### src/rtl/digit_scan_ctrl_pkg.sv
// Shared display definitions for the digit scanner: FSM encoding,
// active-low segment glyphs and the helper that sizes the digit index.
package digit_scan_ctrl_pkg;

  localparam logic [1:0] ST_IDLE  = 2'd0;
  localparam logic [1:0] ST_GUARD = 2'd1;
  localparam logic [1:0] ST_ON    = 2'd2;

  // Every display pin is active-low, so "off" is a 1 on each line.
  localparam logic ALL_OFF = 1'b1;

  // Segment patterns, bit order g..a, 0 = segment lit.
  localparam logic [6:0] SEG_0     = 7'h40;
  localparam logic [6:0] SEG_1     = 7'h79;
  localparam logic [6:0] SEG_2     = 7'h24;
  localparam logic [6:0] SEG_3     = 7'h30;
  localparam logic [6:0] SEG_4     = 7'h19;
  localparam logic [6:0] SEG_5     = 7'h12;
  localparam logic [6:0] SEG_6     = 7'h02;
  localparam logic [6:0] SEG_7     = 7'h78;
  localparam logic [6:0] SEG_8     = 7'h00;
  localparam logic [6:0] SEG_9     = 7'h10;
  localparam logic [6:0] SEG_DASH  = 7'h3F;
  localparam logic [6:0] SEG_BLANK = 7'h7F;

  function automatic int idx_w(input int n);
    return (n > 1) ? $clog2(n) : 1;
  endfunction

endpackage

### src/rtl/digit_scan_ctrl_if.sv
// Datapath-to-display bundle: result capture controls in, scanned pin
// drive and status out.
interface digit_scan_ctrl_if
  import digit_scan_ctrl_pkg::*;
#(
  parameter int DIGITS = 4
);
  localparam int IW = idx_w(DIGITS);

  logic                  en;
  logic                  load;
  logic [4*DIGITS-1:0]   value;
  logic [DIGITS-1:0]     dp_mask;
  logic                  blank_lz;

  logic [DIGITS-1:0]     anode;
  logic [6:0]            seg;
  logic                  dp;
  logic [IW-1:0]         digit_idx;
  logic                  frame_done;
  logic                  pending;

  modport master (
    output en, load, value, dp_mask, blank_lz,
    input  anode, seg, dp, digit_idx, frame_done, pending
  );

  modport slave (
    input  en, load, value, dp_mask, blank_lz,
    output anode, seg, dp, digit_idx, frame_done, pending
  );

endinterface

### src/rtl/digit_scan_ctrl_bcd_to_7seg.sv
// Nibble to active-low seven-segment glyph; non-decimal codes show a dash.
module bcd_to_7seg
  import digit_scan_ctrl_pkg::*;
(
  input  logic [3:0] nibble,
  output logic [6:0] seg
);

  // NOTE: the default assignment ahead of the case keeps this purely
  // combinational even if a branch is later removed (no inferred latch).
  always_comb begin
    seg = SEG_DASH;
    case (nibble)
      4'd0: seg = SEG_0;
      4'd1: seg = SEG_1;
      4'd2: seg = SEG_2;
      4'd3: seg = SEG_3;
      4'd4: seg = SEG_4;
      4'd5: seg = SEG_5;
      4'd6: seg = SEG_6;
      4'd7: seg = SEG_7;
      4'd8: seg = SEG_8;
      4'd9: seg = SEG_9;
      default: seg = SEG_DASH;
    endcase
  end

endmodule

### src/rtl/digit_scan_ctrl_counter.sv
// Modulo-N up counter with synchronous clear and count enable; used as
// the per-slot prescaler of the digit scanner.
module digit_scan_ctrl_counter #(
  parameter int W = 17,
  parameter int N = 100000
) (
  input  logic         clk,
  input  logic         rst,
  input  logic         clr,
  input  logic         en,
  output logic [W-1:0] count,
  output logic         last
);

  assign last = (count == W'(N - 1));

  // NOTE: sequential state is written with <= only, so every register
  // samples the pre-edge values of its neighbours regardless of block order.
  always_ff @(posedge clk or posedge rst) begin
    if (rst) begin
      count <= '0;
    end else if (clr) begin
      count <= '0;
    end else if (en) begin
      count <= last ? '0 : count + W'(1);
    end
  end

endmodule

### src/rtl/digit_scan_ctrl.sv
// Time-multiplexed scanner for the shared seven-segment display: double
// buffered result capture, per-slot ghosting guard, registered pin drive.
module digit_scan_ctrl
  import digit_scan_ctrl_pkg::*;
#(
  parameter int DIGITS = 4,
  parameter int PRESC  = 100000,
  parameter int GUARD  = 2000,
  parameter int PW     = 17
) (
  input  logic             clk,
  input  logic             reset,
  digit_scan_ctrl_if.slave bus
);

  localparam int            IW       = idx_w(DIGITS);
  localparam logic [IW-1:0] LAST_IDX = IW'(DIGITS - 1);

  logic [1:0]          state;
  logic [1:0]          state_nx;
  logic [PW-1:0]       cnt;
  logic                cnt_last;
  logic                presc_rst;
  logic [IW-1:0]       idx;

  logic [4*DIGITS-1:0] act_val;
  logic [DIGITS-1:0]   act_dp;
  logic [4*DIGITS-1:0] pend_val;
  logic [DIGITS-1:0]   pend_dp;
  logic                pend_q;

  logic                boundary;
  logic                transfer;
  logic                guard_done;
  logic                slot_end;
  logic                frame_end;
  logic [4*DIGITS-1:0] eff_val;
  logic [DIGITS-1:0]   eff_dp;
  logic [3:0]          nibble;
  logic [6:0]          glyph;
  logic [DIGITS-1:0]   blank_mask;

  logic [DIGITS-1:0]   anode_q;
  logic [6:0]          seg_q;
  logic                dp_q;
  logic                frame_done_q;

  assign presc_rst = ~reset;

  digit_scan_ctrl_counter #(
    .W (PW),
    .N (PRESC)
  ) u_presc (
    .clk   (clk),
    .rst   (presc_rst),
    .clr   (~bus.en),
    .en    (state != ST_IDLE),
    .count (cnt),
    .last  (cnt_last)
  );

  // A frame starts on the first cycle of digit 0's slot.
  assign boundary   = (state != ST_IDLE) && (cnt == '0) && (idx == '0);
  assign transfer   = boundary && pend_q;
  assign guard_done = (GUARD == 0) || (cnt == PW'(GUARD - 1));
  assign slot_end   = (state == ST_ON) && cnt_last;
  assign frame_end  = slot_end && (idx == LAST_IDX);

  // Show the incoming buffer on the boundary cycle itself so a frame never
  // mixes old and new digits, even with a zero-length guard.
  assign eff_val = transfer ? pend_val : act_val;
  assign eff_dp  = transfer ? pend_dp  : act_dp;
  assign nibble  = eff_val[4*int'(idx) +: 4];

  bcd_to_7seg u_dec (
    .nibble (nibble),
    .seg    (glyph)
  );

  always_comb begin
    logic all_zero;
    blank_mask = '0;
    all_zero   = 1'b1;
    for (int d = DIGITS - 1; d >= 1; d--) begin
      all_zero      = all_zero && (eff_val[4*d +: 4] == 4'd0);
      blank_mask[d] = all_zero;
    end
  end

  always_comb begin
    state_nx = state;
    if (!bus.en) begin
      state_nx = ST_IDLE;
    end else begin
      case (state)
        ST_IDLE:  state_nx = (GUARD == 0) ? ST_ON : ST_GUARD;
        ST_GUARD: if (guard_done) state_nx = ST_ON;
        ST_ON:    if (cnt_last) state_nx = (GUARD == 0) ? ST_ON : ST_GUARD;
        default:  state_nx = ST_IDLE;
      endcase
    end
  end

  always_ff @(posedge clk or negedge reset) begin
    if (!reset) begin
      state <= ST_IDLE;
      idx   <= '0;
    end else begin
      state <= state_nx;
      if (!bus.en) begin
        idx <= '0;
      end else if (slot_end) begin
        idx <= (idx == LAST_IDX) ? '0 : idx + IW'(1);
      end
    end
  end

  // NOTE: the buffers are a handful of flops, not a RAM, so they take the
  // async reset; the display must come up showing zeros, not stale data.
  always_ff @(posedge clk or negedge reset) begin
    if (!reset) begin
      pend_val <= '0;
      pend_dp  <= '0;
      pend_q   <= 1'b0;
      act_val  <= '0;
      act_dp   <= '0;
    end else begin
      if (transfer) begin
        act_val <= pend_val;
        act_dp  <= pend_dp;
      end
      // A load on the boundary cycle lands after the old contents moved out.
      if (bus.load) begin
        pend_val <= bus.value;
        pend_dp  <= bus.dp_mask;
        pend_q   <= 1'b1;
      end else if (transfer) begin
        pend_q <= 1'b0;
      end
    end
  end

  always_ff @(posedge clk or negedge reset) begin
    if (!reset) begin
      anode_q      <= {DIGITS{ALL_OFF}};
      seg_q        <= SEG_BLANK;
      dp_q         <= ALL_OFF;
      frame_done_q <= 1'b0;
    end else begin
      frame_done_q <= frame_end && bus.en;
      if (state == ST_IDLE) begin
        anode_q <= {DIGITS{ALL_OFF}};
        seg_q   <= SEG_BLANK;
        dp_q    <= ALL_OFF;
      end else begin
        anode_q <= (state == ST_ON) ? ~(DIGITS'(1) << idx) : {DIGITS{ALL_OFF}};
        seg_q   <= (bus.blank_lz && blank_mask[idx]) ? SEG_BLANK : glyph;
        dp_q    <= ~eff_dp[idx];
      end
    end
  end

  assign bus.anode      = anode_q;
  assign bus.seg        = seg_q;
  assign bus.dp         = dp_q;
  assign bus.digit_idx  = idx;
  assign bus.frame_done = frame_done_q;
  assign bus.pending    = pend_q;

endmodule
### src/flat_wrapper.sv
// flat-port wrapper written by rule: the top's interface ports become plain ports
module digit_scan_ctrl_flat import digit_scan_ctrl_pkg::*;
#(
  parameter int DIGITS = 4,
  parameter int PRESC  = 100000,
  parameter int GUARD  = 2000,
  parameter int PW     = 17
)
  (clk, reset, bus_en, bus_load, bus_value, bus_dp_mask, bus_blank_lz, bus_anode, bus_seg, bus_dp, bus_digit_idx, bus_frame_done, bus_pending);
  digit_scan_ctrl_if #(.DIGITS(DIGITS)) bus_i ();
  input  logic clk;
  input  logic reset;
  input wire logic [$bits(bus_i.en)-1:0] bus_en;
  input wire logic [$bits(bus_i.load)-1:0] bus_load;
  input wire logic [$bits(bus_i.value)-1:0] bus_value;
  input wire logic [$bits(bus_i.dp_mask)-1:0] bus_dp_mask;
  input wire logic [$bits(bus_i.blank_lz)-1:0] bus_blank_lz;
  output wire logic [$bits(bus_i.anode)-1:0] bus_anode;
  output wire logic [$bits(bus_i.seg)-1:0] bus_seg;
  output wire logic [$bits(bus_i.dp)-1:0] bus_dp;
  output wire logic [$bits(bus_i.digit_idx)-1:0] bus_digit_idx;
  output wire logic [$bits(bus_i.frame_done)-1:0] bus_frame_done;
  output wire logic [$bits(bus_i.pending)-1:0] bus_pending;
  assign bus_i.en = bus_en;
  assign bus_i.load = bus_load;
  assign bus_i.value = bus_value;
  assign bus_i.dp_mask = bus_dp_mask;
  assign bus_i.blank_lz = bus_blank_lz;
  assign bus_anode = bus_i.anode;
  assign bus_seg = bus_i.seg;
  assign bus_dp = bus_i.dp;
  assign bus_digit_idx = bus_i.digit_idx;
  assign bus_frame_done = bus_i.frame_done;
  assign bus_pending = bus_i.pending;
  digit_scan_ctrl #(.DIGITS(DIGITS), .PRESC(PRESC), .GUARD(GUARD), .PW(PW)) u_core (.clk(clk), .reset(reset), .bus(bus_i));
endmodule
### config.mk
export PLATFORM = sky130hd
export DESIGN_NAME = digit_scan_ctrl_flat
export DESIGN_NICKNAME = d
export VERILOG_FILES = /design/src/rtl/digit_scan_ctrl_pkg.sv /design/src/rtl/digit_scan_ctrl_if.sv /design/src/rtl/digit_scan_ctrl_bcd_to_7seg.sv /design/src/rtl/digit_scan_ctrl_counter.sv /design/src/rtl/digit_scan_ctrl.sv /design/src/flat_wrapper.sv
export SDC_FILE = /design/constraint.sdc
export NUM_CORES = 1
export LEC_CHECK = 0
export ABC_CLOCK_PERIOD_IN_PS = 4150
export CAP_MARGIN = 25
export CORE_UTILIZATION = 30
export DETAILED_ROUTE_END_ITERATION = 8
export DONT_BUFFER_PORTS = 1
export PLACE_DENSITY = 0.51
export SLEW_MARGIN = 25
export SYNTH_ARGS = -nofsm -noshare
export SYNTH_HDL_FRONTEND = slang
export SYNTH_SLANG_ARGS = --single-unit
### constraint.sdc
create_clock -name clk -period 4.15 [get_ports clk]
set_input_delay 0.415 -clock clk [delete_from_list [all_inputs] [get_ports clk]]
set_output_delay 0.415 -clock clk [all_outputs]
set_load 0.005 [all_outputs]
# After elaboration in Yosys (flattened, before gate mapping)
# Memories as Yosys holds them, arrays and structs flattened.
# Cells that the tools add are included.
# totals
regBits	75
rom_bits	112
inputBits	25
wordCells	70
memories	1
# op_classes
add_sub_neg	2
magnitude_cmp	1
n_eq_ne	9
n_shift	2
n_mux	23
bitwise	2
reduce_logical	18
# mem_list
name	depth	word_bits	read_ports	rd_ports_with_merged_regs	write_ports	line_no	source
(no name shown)	16	7	1	0	0	digit_scan_ctrl_bcd_to_7seg.sv:13	case (nibble)
# op_table
cell	count
$mux W17	3
$add A17 B1 Y17 const B	1
$eq A17 B11 Y1 const B	1
$eq A17 B17 Y1 const B	1
$logic_not A17 Y1	1
$mux W16	1
$shiftx A16 B5 Y4	1
$mux W7	2
$logic_not A4 Y1	3
$mux W2	6
$mux W4	3
$logic_and A1 B1 Y1	9
$ne A3 B2 Y1 const B	2
$pmux W2 S3	1
$mux W1	5
$bmux W1 S2	2
$eq A2 B2 Y1 const B	2
$logic_not A2 Y1	2
$ne A2 B1 Y1 const B	2
$not A4 Y4	1
$reduce_bool A2 Y1	2
$shl A1 B2 Y4 const A	1
$lt A2 B3 Y1 const B	1
$add A2 B1 Y2 const B	1
other kinds (3)	3

# Logic depth before layout (Yosys ltp)
# depth
ltp_word	13
mapped_depth	13
depth_no_buf	12

# Modules after synthesis
# A second synthesis with hierarchy kept.
# unflattened
cells_unflattened	336
hier_area_um2	4006.3
# modules_own_cells
module	n_inst	cells_each	area_per_inst_um2
digit_scan_ctrl	1	202	2738.9
digit_scan_ctrl_counter	1	103	1043.5
bcd_to_7seg	1	31	224.0

# Least setup slack after synthesis
# No wires, ideal clock.
# synth_path
path_type	register -> register
start	register u_core.idx[0], in the netlist u_core.bus.digit_idx[0]
end	register u_core.seg_q[4], in the netlist u_core.bus.seg[4]
setup_time_ns	0.084
arrival_ns	3.284
t_required_ns	4.066
path_slack_ns	0.782
path_stages_with_launch	13
path_buffers	1
synth_period_minus_slack_ns	3.368
path_cell_list	dfrtp_1 clkbuf_1 clkinv_1 ha_1 nor4b_2 and4_4 nand2_8 mux4_1 mux2i_1 ha_1 inv_1 or2_0 a221o_1
# synth_between
elab_chain_len	12
word_cells_on_any_way	16
# synth_rtl
element	line_no	source
start: declaration	digit_scan_ctrl.sv:24	logic [IW-1:0] idx;
start signal: assignment	digit_scan_ctrl.sv:113	idx <= (idx == LAST_IDX) ? '0 : idx + IW'(1);
parallel branches: the longest is 10 deep, another holds $mem_v2 Z16 W7	--	
$mux W7 *	digit_scan_ctrl.sv:157	seg_q <= (bus.blank_lz && blank_mask[idx]) ? SEG_BLANK : glyph;
$mux W7 *	digit_scan_ctrl.sv:151	if (state == ST_IDLE) begin
end signal: assignment	digit_scan_ctrl.sv:157	
end: declaration	digit_scan_ctrl.sv:44	logic [6:0] seg_q;
# Every way passes the cells marked *. The select of a mux whose other input is x is not followed.
# A chain may end at the register's enable or synchronous reset.

# Worst setup path after layout
# Ends and elaborated chain as after synthesis.

==> metrics.txt <==
Core Area roughly 12000 um^2; Starting Density 31.1%; Ports 41; CTS H-tree lvls 3; setup_tns 0 ps; final period utilization 79.4%; vias in the first global route 2737; Max Clock Skew between 10 and 15 ps; CP max stage cell mux4_1; ys async rst share 100%; number of synthesized register bits 75; crit path cell chain clkinv_1, ha_1, nor4b_2, and4_4, nand2_8, mux4_1, mux2i_1, ha_1, inv_1, or2_0, a221o_1; fraction of layout cells with a size suffix above 1 around 18%; Layout fillers roughly 1200; Metal-1 WL approximately 4.3 mm; Syn Area/Cell 10.4 um^2; number of I/O port buffers 0; largest net degree at the start of global routing between 70 and 80; Tightest Pin Transition 672 ps; Post-synth EDFFs 0; Hold/Removal Path Class in -> reg; commonest non-fill, non-tap cells in the layout nand2_1, dfrtp_1, mux2_2; critical path arrival roughly 3600 ps; GPL Wtd Cong roughly 0.8; Tmin final 3290 ps; most common cell after layout, fill and taps aside nand2_1; CP Launch Type flop; worst-skew pair later-pin latency roughly 340 ps; Worst Setup End Kind flop; Non-Filler Instances about 540; vias post-DR approximately 2600; maxcap violations 0; total grt overflow 0; first-pass GRT wire length between 10 and 15 mm; die area roughly 13000 um^2; DP HPWL roughly 5.9 mm; CP required roughly 4400 ps; Pre-Repair DR Iteration Count 4; Reg clk slew, reported paths 60 ps; Mapped Area roughly 3800 um^2; Syn Inst Count 363; most frequent CP cell ha_1; Post-CTS Hold Fix Bufs 2; status finished, final reports clean; Netlist cell types 48; post-CTS sizing 0; wire per inst roughly 15 um; area grow syn2layout 14.3%; Rows 40; headroom to the max-slew limit about 55%; syn nets between 300 and 400; n_diodes 0; Sink Count 75; Tot GR Track Use 14.5%; Die Height ~110 um; DRT Wirelength between 8 and 9 mm; CTS tree yes; antenna-violating nets left 0; Max clock buf depth 2; Max Slew Vio Count 0; Vias/cell ~4.8; placed insts approximately 520; CTS Buf Count 9; most common flop cell mapped by yosys dfrtp_1; DR WL met2 about 3.6 mm; WS Path Type reg -> reg; crit-path max FO 28; power density cells 470 nW/um^2; Iteration-0 DRC Markers roughly 140; Top Metal Used met4; fin nets between 400 and 500; DRC errors left 0; Die W roughly 110 um; Seq/Total Area, Yosys 50.1%; root buf cell clkbuf_16; Max VDD drop 0.000254 V; Hold Violations, Final 0; Max Fclk 0.304 GHz; Post-CTS Setup Inserts 0; antenna violations before repair 0; CP max stage delay roughly 600 ps; RSZ-0062 raised after global routing false; leak pwr between 1.5 and 2 nW; synth warn 0; final setup vio count 0; met3 WL post-DR 290 um
[layout make-up]
class                           instances  area, um^2  area share [%]
Clock buffer                           12         256            5.94
Clock inverter                          4        48.8            1.13
Inverter                                8        30.0           0.695
Multi-Input combinational cell        267        1810            41.8
Sequential cell                        75        1890            43.8
Tap cell                              168         210            4.87
Timing Repair Buffer                    7        75.1            1.74
[synthesized netlist by cell type (all sizes together) (4+ instances only)]
library cell / n / area (um^2)
nand4: 8 / 50.1
dfstp: 12 / 315
and2: 4 / 25.0
nor4: 7 / 58.8
inv: 6 / 22.5
nand3: 15 / 75.1
a21oi: 9 / 48.8
nor3: 7 / 40.0
nor2b: 4 / 25.0
mux2i: 5 / 50.1
nand2: 90 / 354
o21ai: 18 / 90.1
clkbuf: 12 / 45.0
ha: 11 / 138
nor2: 19 / 71.3
mux2: 22 / 251
dfrtp: 63 / 1580
mux4: 9 / 210
xor2: 8 / 70.1
[critical path, delay by kind of cell (launching register included)]
| kind | cells | cell delay, ps |
|---|---|---|
| mux | 2 | 970 |
| simple gates | 4 | 810 |
| fa+ha+maj | 2 | 520 |
| flops | 1 | 350 |
| compound gates | 1 | 310 |
| buf+inv | 2 | 230 |
[metal layers]
| layer | vias up | global-route usage, % |
|---|---|---|
| met5 | - | 0 |
| met4 | 0 | 4.85 |
| met3 | 10 | 3.86 |
| met2 | 47 | 20.8 |
| met1 | 1275 | 21.0 |
| li1 | 1283 | - |
[final timing paths]
path / end / startpoint / slack (ps) / cells after the start
min in group asynchronous: u_core.act_val[4] / reset / 650 / 2
max: u_core.bus.seg[4] / u_core.bus.digit_idx[0] / 860 / 11
max reg2reg: u_core.bus.seg[4] / u_core.bus.digit_idx[0] / 860 / 11
max in group asynchronous: u_core.bus.anode[2] / reset / 3170 / 2
min: u_core.bus.pending / bus_load / 210 / 1
min reg2reg: u_core.act_val[0] / u_core.act_val[0] / 460 / 2
[sequential cells by signal (all words and copies together) (netlist names)]
signal                 cells
u_core.bus.dp              1
u_core.bus.anode           4
u_core.act_dp              4
u_core.bus.pending         1
u_core.bus.frame_done      1
u_core.pend_val           16
u_core.state               2
u_core.bus.seg             7
u_core.u_presc.count      17
u_core.pend_dp             4
u_core.bus.digit_idx       2
u_core.act_val            16
[where the power goes]
part	leakage, nW	internal, mW	switching, mW
clock	0.153	0.497	0.299
sequential	0.922	0.855	0.0721
combinational	0.786	0.139	0.166
[cell families (layout without fill, tap and decap cells)]
kind of cell	Yosys count	after routing	synth area share, %
buffers and inverters	21	31	2.12
muxes	36	36	13.5
AOI/OAI and AO/OA	39	39	6.09
DFF	75	75	50.1
xor gates and xnor gates	10	10	2.32
adders and majority gates	11	11	3.64
and+or+nand+nor	171	171	22.2
[per-stage QoR]
| stage | util (%) | setup slack, ps | total power [mW] | cell area [um^2] | hold WS (ps) |
|---|---|---|---|---|---|
| after global routing | 35.5 | 586 | 2.14 | 4320 | 200 |
| final | 35.5 | 856 | 2.03 | 4320 | 207 |
| after global placement | 32.7 | 1000 | 1.22 | 3980 | 124 |
| after detailed placement | 32.7 | 846 | 1.23 | 3980 | 124 |
| after floorplan | - | 782 | 1.15 | 3780 | 119 |
| after CTS | 35.5 | 821 | 2.06 | 4320 | 193 |
Note: power is estimated with default switching activity, not from simulation.
